## src/rtl/vc_input_buffer.sv

```systemverilog
`default_nettype none
// vc_input_buffer: two-VC input FIFOs with per-VC packet tracker and packet-locked output arbiter.
// rev 1.0

module vc_input_buffer #(
  parameter int         DEPTH   = 4,
  parameter logic [5:0] HEAD    = 6'b101111,
  parameter logic [7:0] TRAILER = 8'hFF
) (
  input  logic                   clk,
  input  logic                   rst,
  input  logic [7:0]             i_in_flit,
  input  logic                   i_in_valid,
  input  logic                   i_in_vc,
  output logic [1:0]             o_in_ready,
  output logic [7:0]             o_out_flit,
  output logic                   o_out_valid,
  input  logic                   i_out_ready,
  output logic                   o_out_vc,
  output logic [$clog2(DEPTH):0] o_occ0,
  output logic [$clog2(DEPTH):0] o_occ1,
  output logic                   o_pkt_err
);

  localparam int OW = $clog2(DEPTH) + 1;
  localparam int PW = $clog2(DEPTH);
  localparam logic [OW-1:0] c_FULL = OW'(DEPTH);

  typedef enum logic {RX_IDLE = 1'b0, RX_PKT = 1'b1} rx_state_t;
  typedef enum logic [1:0] {ARB_IDLE = 2'd0, LOCK0 = 2'd1, LOCK1 = 2'd2} arb_state_t;

  logic [OW-1:0] w_occ [2];
  logic [7:0]    w_head [2];
  logic [1:0]    w_in_ready;
  logic [1:0]    w_nonempty;
  logic [1:0]    w_err;
  logic [1:0]    w_pop;
  logic          w_is_head;

  assign w_is_head = (i_in_flit[7:2] == HEAD);

  for (genvar v = 0; v < 2; v++) begin : g_vc
    logic [7:0]    r_mem [DEPTH];
    logic [PW-1:0] r_wr_ptr;
    logic [PW-1:0] r_rd_ptr;
    logic [OW-1:0] r_occ;
    rx_state_t     r_rx;
    rx_state_t     w_rx_nxt;
    logic          w_hs;
    logic          w_push;
    logic          w_drop_err;

    assign w_in_ready[v] = (r_occ < c_FULL);
    assign w_nonempty[v] = (r_occ != '0);
    assign w_occ[v]      = r_occ;
    assign w_head[v]     = r_mem[r_rd_ptr];
    assign w_err[v]      = w_drop_err;
    assign w_hs          = i_in_valid && (i_in_vc == 1'(v)) && w_in_ready[v];

    // Rejected flits still consume the handshake; a head inside a packet is kept as body.
    always_comb begin
      w_rx_nxt   = r_rx;
      w_push     = 1'b0;
      w_drop_err = 1'b0;
      if (w_hs) begin
        if (i_in_flit == 8'h00) begin
          w_drop_err = 1'b1;
        end else if (r_rx == RX_IDLE) begin
          if (w_is_head) begin
            w_push   = 1'b1;
            w_rx_nxt = RX_PKT;
          end else begin
            w_drop_err = 1'b1;
          end
        end else begin
          w_push = 1'b1;
          if (w_is_head) begin
            w_drop_err = 1'b1;
          end else if (i_in_flit == TRAILER) begin
            w_rx_nxt = RX_IDLE;
          end
        end
      end
    end

    always_ff @(posedge clk) begin
      if (!rst) begin
        r_wr_ptr <= '0;
        r_rd_ptr <= '0;
        r_occ    <= '0;
        r_rx     <= RX_IDLE;
      end else begin
        r_rx <= w_rx_nxt;
        if (w_push) r_wr_ptr <= r_wr_ptr + 1'b1;
        if (w_pop[v]) r_rd_ptr <= r_rd_ptr + 1'b1;
        case ({w_push, w_pop[v]})
          2'b10:   r_occ <= r_occ + 1'b1;
          2'b01:   r_occ <= r_occ - 1'b1;
          default: r_occ <= r_occ;
        endcase
      end
    end

    always_ff @(posedge clk) begin
      if (w_push) r_mem[r_wr_ptr] <= i_in_flit;
    end
  end

  arb_state_t r_arb;
  arb_state_t w_arb_nxt;
  logic       r_rr;
  logic       w_rr_nxt;
  logic       r_pkt_err;
  logic       w_sel;
  logic       w_out_valid;
  logic [7:0] w_out_flit;

  assign w_sel = (r_arb == LOCK1);

  // Once locked, the arbiter stays on its VC until the trailer leaves, even when starved.
  always_comb begin
    w_arb_nxt   = r_arb;
    w_rr_nxt    = r_rr;
    w_pop       = 2'b00;
    w_out_valid = 1'b0;
    w_out_flit  = 8'h00;
    case (r_arb)
      ARB_IDLE: begin
        if (&w_nonempty)        w_arb_nxt = r_rr ? LOCK1 : LOCK0;
        else if (w_nonempty[0]) w_arb_nxt = LOCK0;
        else if (w_nonempty[1]) w_arb_nxt = LOCK1;
      end
      LOCK0, LOCK1: begin
        w_out_valid = w_nonempty[w_sel];
        if (w_out_valid) begin
          w_out_flit = w_head[w_sel];
          if (i_out_ready) begin
            w_pop[w_sel] = 1'b1;
            if (w_head[w_sel] == TRAILER) begin
              w_arb_nxt = ARB_IDLE;
              w_rr_nxt  = ~w_sel;
            end
          end
        end
      end
      default: w_arb_nxt = ARB_IDLE;
    endcase
  end

  always_ff @(posedge clk) begin
    if (!rst) begin
      r_arb     <= ARB_IDLE;
      r_rr      <= 1'b0;
      r_pkt_err <= 1'b0;
    end else begin
      r_arb     <= w_arb_nxt;
      r_rr      <= w_rr_nxt;
      r_pkt_err <= r_pkt_err | (|w_err);
    end
  end

  assign o_in_ready  = w_in_ready;
  assign o_out_flit  = w_out_flit;
  assign o_out_valid = w_out_valid;
  assign o_out_vc    = w_sel;
  assign o_occ0      = w_occ[0];
  assign o_occ1      = w_occ[1];
  assign o_pkt_err   = r_pkt_err;

endmodule

`default_nettype wire

```

## config.mk

```make
export PLATFORM = sky130hd
export DESIGN_NAME = vc_input_buffer
export DESIGN_NICKNAME = d
export VERILOG_FILES = /design/src/rtl/vc_input_buffer.sv
export SDC_FILE = /design/constraint.sdc
export NUM_CORES = 1
export LEC_CHECK = 0
export CORE_UTILIZATION = 50
export CTS_CLUSTER_DIAMETER = 100
export DETAILED_ROUTE_END_ITERATION = 10
export PLACE_DENSITY = 0.7
export SLEW_MARGIN = 5
export SYNTH_ARGS = -nofsm -noshare
export SYNTH_HDL_FRONTEND = slang
export SYNTH_SLANG_ARGS = --single-unit
```

## constraint.sdc

```tcl
create_clock -name clk -period 4.4 [get_ports clk]
set_clock_uncertainty 0.05 [all_clocks]
set_input_delay 1.1 -clock clk [delete_from_list [all_inputs] [get_ports clk]]
set_output_delay 1.1 -clock clk [all_outputs]
set_load 0.02 [all_outputs]
```

======== Word-level counts from Yosys, hierarchy flattened ========
Memory sizes are Yosys's and may differ from the RTL's. A register that Yosys moved wholly into a read port is not among the register bits.
Cells that the tools add are included.
storage, ports and cells
  bits in registers ....................... 20
  memory bits (writable) .................. 64
  input port bits ......................... 13
  output and inout bits ................... 19
  logic and storage cells ................. 111
  memories kept ........................... 2
cells by class
  $add $sub $neg .......................... 8
  order comparisons ....................... 5
  eq/ne operators ......................... 13
  mux-type cells .......................... 49
  bitwise operators ....................... 5
  reductions and logical operators ........ 18
memory list
  name           words  width  rd ports  clocked after memory_dff  wr ports  line  text
  g_vc[0].r_mem  4      8      1         1                         1         43    logic [7:0] r_mem [DEPTH];
  g_vc[1].r_mem  4      8      1         1                         1         43
operators by type and width
  operator               count
  $mux W8                5
  $mux W2                14
  $mux W1                26
  $eq A8 B8 Y1 const B   2
  $pmux W3 S2            2
  $add A2 B1 Y2 const B  4
  $logic_not A8 Y1       1
  $reduce_and A4 Y1      2
  $add A3 B1 Y3 const B  2
  $eq A2 B1 Y1 const B   3
  $eq A2 B2 Y1 const B   3
  $eq A6 B6 Y1 const B   1
  $lt A3 B3 Y1 const B   2
  $ne A2 B2 Y1 const B   3
  $reduce_and A2 Y1      3
  $reduce_bool A3 Y1     2
  $sub A3 B1 Y3 const B  2
  $logic_and A1 B1 Y1    5
  $ne A4 B4 Y1 const B   1
  $pmux W2 S2            1
  $reduce_bool A2 Y1     2
  $reduce_or A2 Y1       2
  $not A1 Y1             3
  $ge A2 B2 Y1 const B   1
  6 further kinds        6

======== Depth between registers and ports, before layout ========
  depth in word-level cells ............... 10
  mapped depth ............................ 13
  gate-level depth less buffers ........... 13

======== Worst setup path before layout ========
Ideal clock, no wire load.
  kind .................................... input to register
  start ................................... input i_in_flit[4]
  end ..................................... register g_vc[0].r_occ[2], in the netlist o_occ0[2]
  library setup time ...................... 76 ps
  data arrival time ....................... 3023 ps
  data required time ...................... 4274 ps
  setup slack ............................. 1251 ps
  stages on the path ...................... 13
  path buffers ............................ 0
  cells stage by stage .................... and3_1 -> nand3_1 -> nor2_1 -> inv_1 -> ha_1 -> nor3_2 -> inv_1 -> ha_1 -> inv_1 -> fa_1 -> xor2_1 -> or3_1 -> a21boi_0
on the way
  longest elaborated chain between the ends .. 7
  elaborated cells on any way between the ends .. 10
  those cells by class .................... eq/ne (3); mux (5); reduce/logical (2)
RTL lines
  element                                                   line  text
  from (decl)                                               12    input logic [7:0] i_in_flit,
  $eq A6 B6 Y1                                              40    assign w_is_head = (i_in_flit[7:2] == HEAD);
  $mux W1                                                   69    if (w_is_head) begin
  $mux W1                                                   68    end else if (r_rx == RX_IDLE) begin
  $mux W1 (*)                                               66    if (i_in_flit == 8'h00) begin
  $mux W1 (*)                                               65    if (w_hs) begin
  $eq A2 B1 Y1 / $eq A2 B2 Y1 (equally long branches)       96    case ({w_push, w_pop[v]})
  $pmux W3 S2 / $reduce_bool A2 Y1 (equally long branches)  -
  to (signal assigned)                                      97    2'b10: r_occ <= r_occ + 1'b1;
  to (signal assigned)                                      98    2'b01: r_occ <= r_occ - 1'b1;
  to (signal assigned)                                      99    default: r_occ <= r_occ;
  to (decl)                                                 46    logic [OW-1:0] r_occ;
Every way passes the cells marked *; elsewhere a longest branch is shown, timed or not.
A chain may end at the register's enable or synchronous reset.

======== Worst setup path in the final report ========
  start ................................... register r_arb[0]
  end ..................................... output o_out_flit[5]
on the way
  longest elaborated chain between the ends .. 7
  elaborated cells on any way between the ends .. 11
  those cells by class .................... eq/ne (2); mux (7); bitwise (1); reduce/logical (1)
RTL lines
  element                                      line      text
  from (decl)                                  109       arb_state_t r_arb;
  from (signal assigned)                       156       r_arb <= w_arb_nxt;
  $eq A2 B2 Y1                                 118, 127
  $not A1 Y2 (not written as such)             136       w_out_flit = w_head[w_sel];
  $mux W8 (not written as such) (3 in series)  136
  $mux W8                                      135       if (w_out_valid) begin
  $mux W8 (*)                                  127       case (r_arb)
  to (decl)                                    16        output logic [7:0] o_out_flit,
Every way passes the cells marked *; elsewhere a longest branch is shown, timed or not. The select of a mux whose other input is x is not followed.

==> impl_metrics.ini <==
[critical_path]
slowest_stage = o21ai_1
crit_buf_inv = 3
crit_path_frequent_cell = nor2_1
worstPathArrival_ps = 2750
cp_max_fo = 10
endpoint_kind = output pin
crit_chain = inv_1, ha_1, bufinv_8, nor2_1, o21ai_1, nor2_1, clkdlybuf4s50_1
crit_path_start_kind = flip-flop
critical_path_class = flip-flop to output pin
path_delay_family = buffers and inverters
slowest_delay_ps = 630
cp_data_required_time_ps = 3250

[sta]
max_freq_ghz = 0.257
fin_crit_sh_pct = 88.6
hold_viol_final = 0
worstMarginPinSlew_ps = 820
rsz0062_at_grt = no
fin_crit_ps = 3900
fin_tns_setup_ps = 0
setup_viol = 0
slew_headroom_pct = 45.3
finalMaxSlewViolations = 0

[yosys]
yosys_warnings = 0
synth_edf_count = 64
synth_xor_area_share_pct = 2.24
synthCells = 273
synth_compound_area_share_pct = 6.24
synth_fa_ha_area_share_pct = 5.51
syn_avg_cell_area_um2 = 14.3
synth.ff_latch_count = 88
synth-simple-area-share_pct = 10.5
synthArstFlopShare_pct = 0
netlist_area_um2 = 3910
yosysUniqueCellTypes = 42
synthFlopType = edfxtp_1
syn_nets = 302
synth.mux.area_fraction_pct = 10.1
synth_top_family_by_area = simple AND/OR/NAND/NOR gates
synth_seq_area_share_pct = 61.5

[die]
fp.dieH_um = 90.4
ios = 32
die_area_um2 = 8170
core_area_um2 = 7410
rows = 31
start_util_pct = 52.8
die_w_um = 90.4

[detailed_routing]
drc = 0
first_pass_iters = 5
vias = 2243
routed_via_density = 5.35
drt_iter0_drc = 117
ant_nets = 0
wl_mm = 7.74
wl_per_cell_um = 18.5

[clock_tree]
clk_latency_ps = 350
htreeDepth = 3
clock-sinks = 88
cts_root_buf = clkbuf_8
postCtsSetupBuffers = 0
cts_resized = 0
clk_pin_slew_worst_paths_ps = 90
cts.path.max_buffers = 2
cts_tree = yes
ctsHoldBuffers = 0
numCtsBuffers = 9

[global_route]
grt_overflow = 0
grt_pass1_wl_mm = 12.4
grt_max_degree = 25
grt_pass1_vias = 2289
antenna_found_initial = 0
grt_use_total_pct = 20.8

[layout]
antenna_cells = 0
nNetsFinal = 345
area_growth_pct = 16.5
fill_cells = 584
multiInputGateArea_um2 = 1360
final_cell_mix = edfxtp_1 (64), clkdlybuf4s50_1 (31), dfxtp_1 (24)
final_common_cell = edfxtp_1
regArea_um2 = 2400
layout-drive-gt1-share_pct = 13.4

[power]
fin_total_pwr_mw = 1.65
peakVddDrop_v = 0.000179
power.density_nw_per_um2 = 362
p_leak_nw = 1.50

[placement]
port_buffers = 31
place.detailed.hpwl_mm = 5.41
place.gp.congestion = 0.761

[status]
status = finished, final reports clean

[worst_hold_path]
hold_path.class = flip-flop to flip-flop

[job]
maxCapViolCount = 0
[tightest hold or removal path, delay by kind of cell, from the launching register on]
kind          cells  cell delay (ps)
flops             1              320
simple gates      1               50
mux               1               50
[synthesized netlist by cell type, types with 4 or more instances]
cell,instances,share of area [%]
edfxtp_1,64,49
dfxtp_1,24,12
and2_1,21,3.4
inv_1,21,2.0
mux2i_1,16,4.1
ha_1,14,4.5
nand2_1,13,1.2
nor2_1,11,1.1
mux4_2,7,4.0
a21oi_2,6,1.3
nand3_1,6,0.77
o21ai_0,6,0.77
xnor2_1,6,1.3
a21oi_1,5,0.64
o22ai_1,5,0.80
a21boi_0,4,0.77
nor3_1,4,0.51
xor2_1,4,0.90
[logic make-up after synthesis]
kind of cell	count (synthesis)
mux	26
simple gates	71
xor+xnor	10
buf+inv	28
fa+ha+maj	16
flops	88
compound gates	34
[through the flow]
stage / worst slack, ps / hold WS, ps / util (%) / cell area [um2] / cells
floorplan: 1250 / 388 / - / 3910 / 273
global placement: 579 / 400 / 58.6 / 4340 / 404
detailed placement: 464 / 407 / 58.6 / 4340 / 404
CTS: 460 / 420 / 61.5 / 4560 / 419
global route: 288 / 450 / 61.5 / 4560 / 419
finish: 503 / 414 / 61.5 / 4560 / 419
[flip-flops by register name (all words and copies together), names as in the netlist, 2 cells and up, named ones only]
name and count:
o_occ1 3, g_vc.r_mem 64, o_occ0 3, g_vc.r_rx 2
r_arb 2, g_vc.r_rd_ptr 4, g_vc.r_wr_ptr 4
[layout make-up]
| cell class | count | area share, % |
|---|---|---|
| flip-flops and latches | 88 | 52.7 |
| clock buffers | 9 | 2.72 |
| repair buffers | 38 | 7.96 |
| inverters | 22 | 2.11 |
| clock inverters | 6 | 2.00 |
| well taps | 99 | 2.72 |
| multi-input cells | 157 | 29.7 |
[final timing paths]
| path | from | to | slack (ps) | cells past startpoint |
|---|---|---|---|---|
| max reg2reg | r_arb[0]$_SDFFE_PN0P_ | o_occ1[2]$_SDFFE_PN0P_ | 1510 | 10 |
| min reg2reg | r_arb[0]$_SDFFE_PN0P_ | r_arb[0]$_SDFFE_PN0P_ | 410 | 2 |
| min | r_arb[0]$_SDFFE_PN0P_ | r_arb[0]$_SDFFE_PN0P_ | 410 | 2 |
| max | r_arb[0]$_SDFFE_PN0P_ | o_out_flit[5] | 500 | 7 |
[power by group]
group / leakage (nW) / internal (mW) / switching, mW / total (mW)
clock: 0.110 / 0.321 / 0.289 / 0.610
sequential: 0.769 / 0.891 / 0.00280 / 0.893
combinational: 0.625 / 0.0593 / 0.0865 / 0.146
[layer usage]
metal / wire length [um] / up-vias / global-route usage [%]
li1: - / 1084 / -
met1: 3590 / 1107 / 28.1
met2: 3770 / 40 / 33.6
met3: 255 / 12 / 3.79
met4: 124 / 0 / 7.93
met5: 0 / - / 0
(Power assumes the default switching activity.)
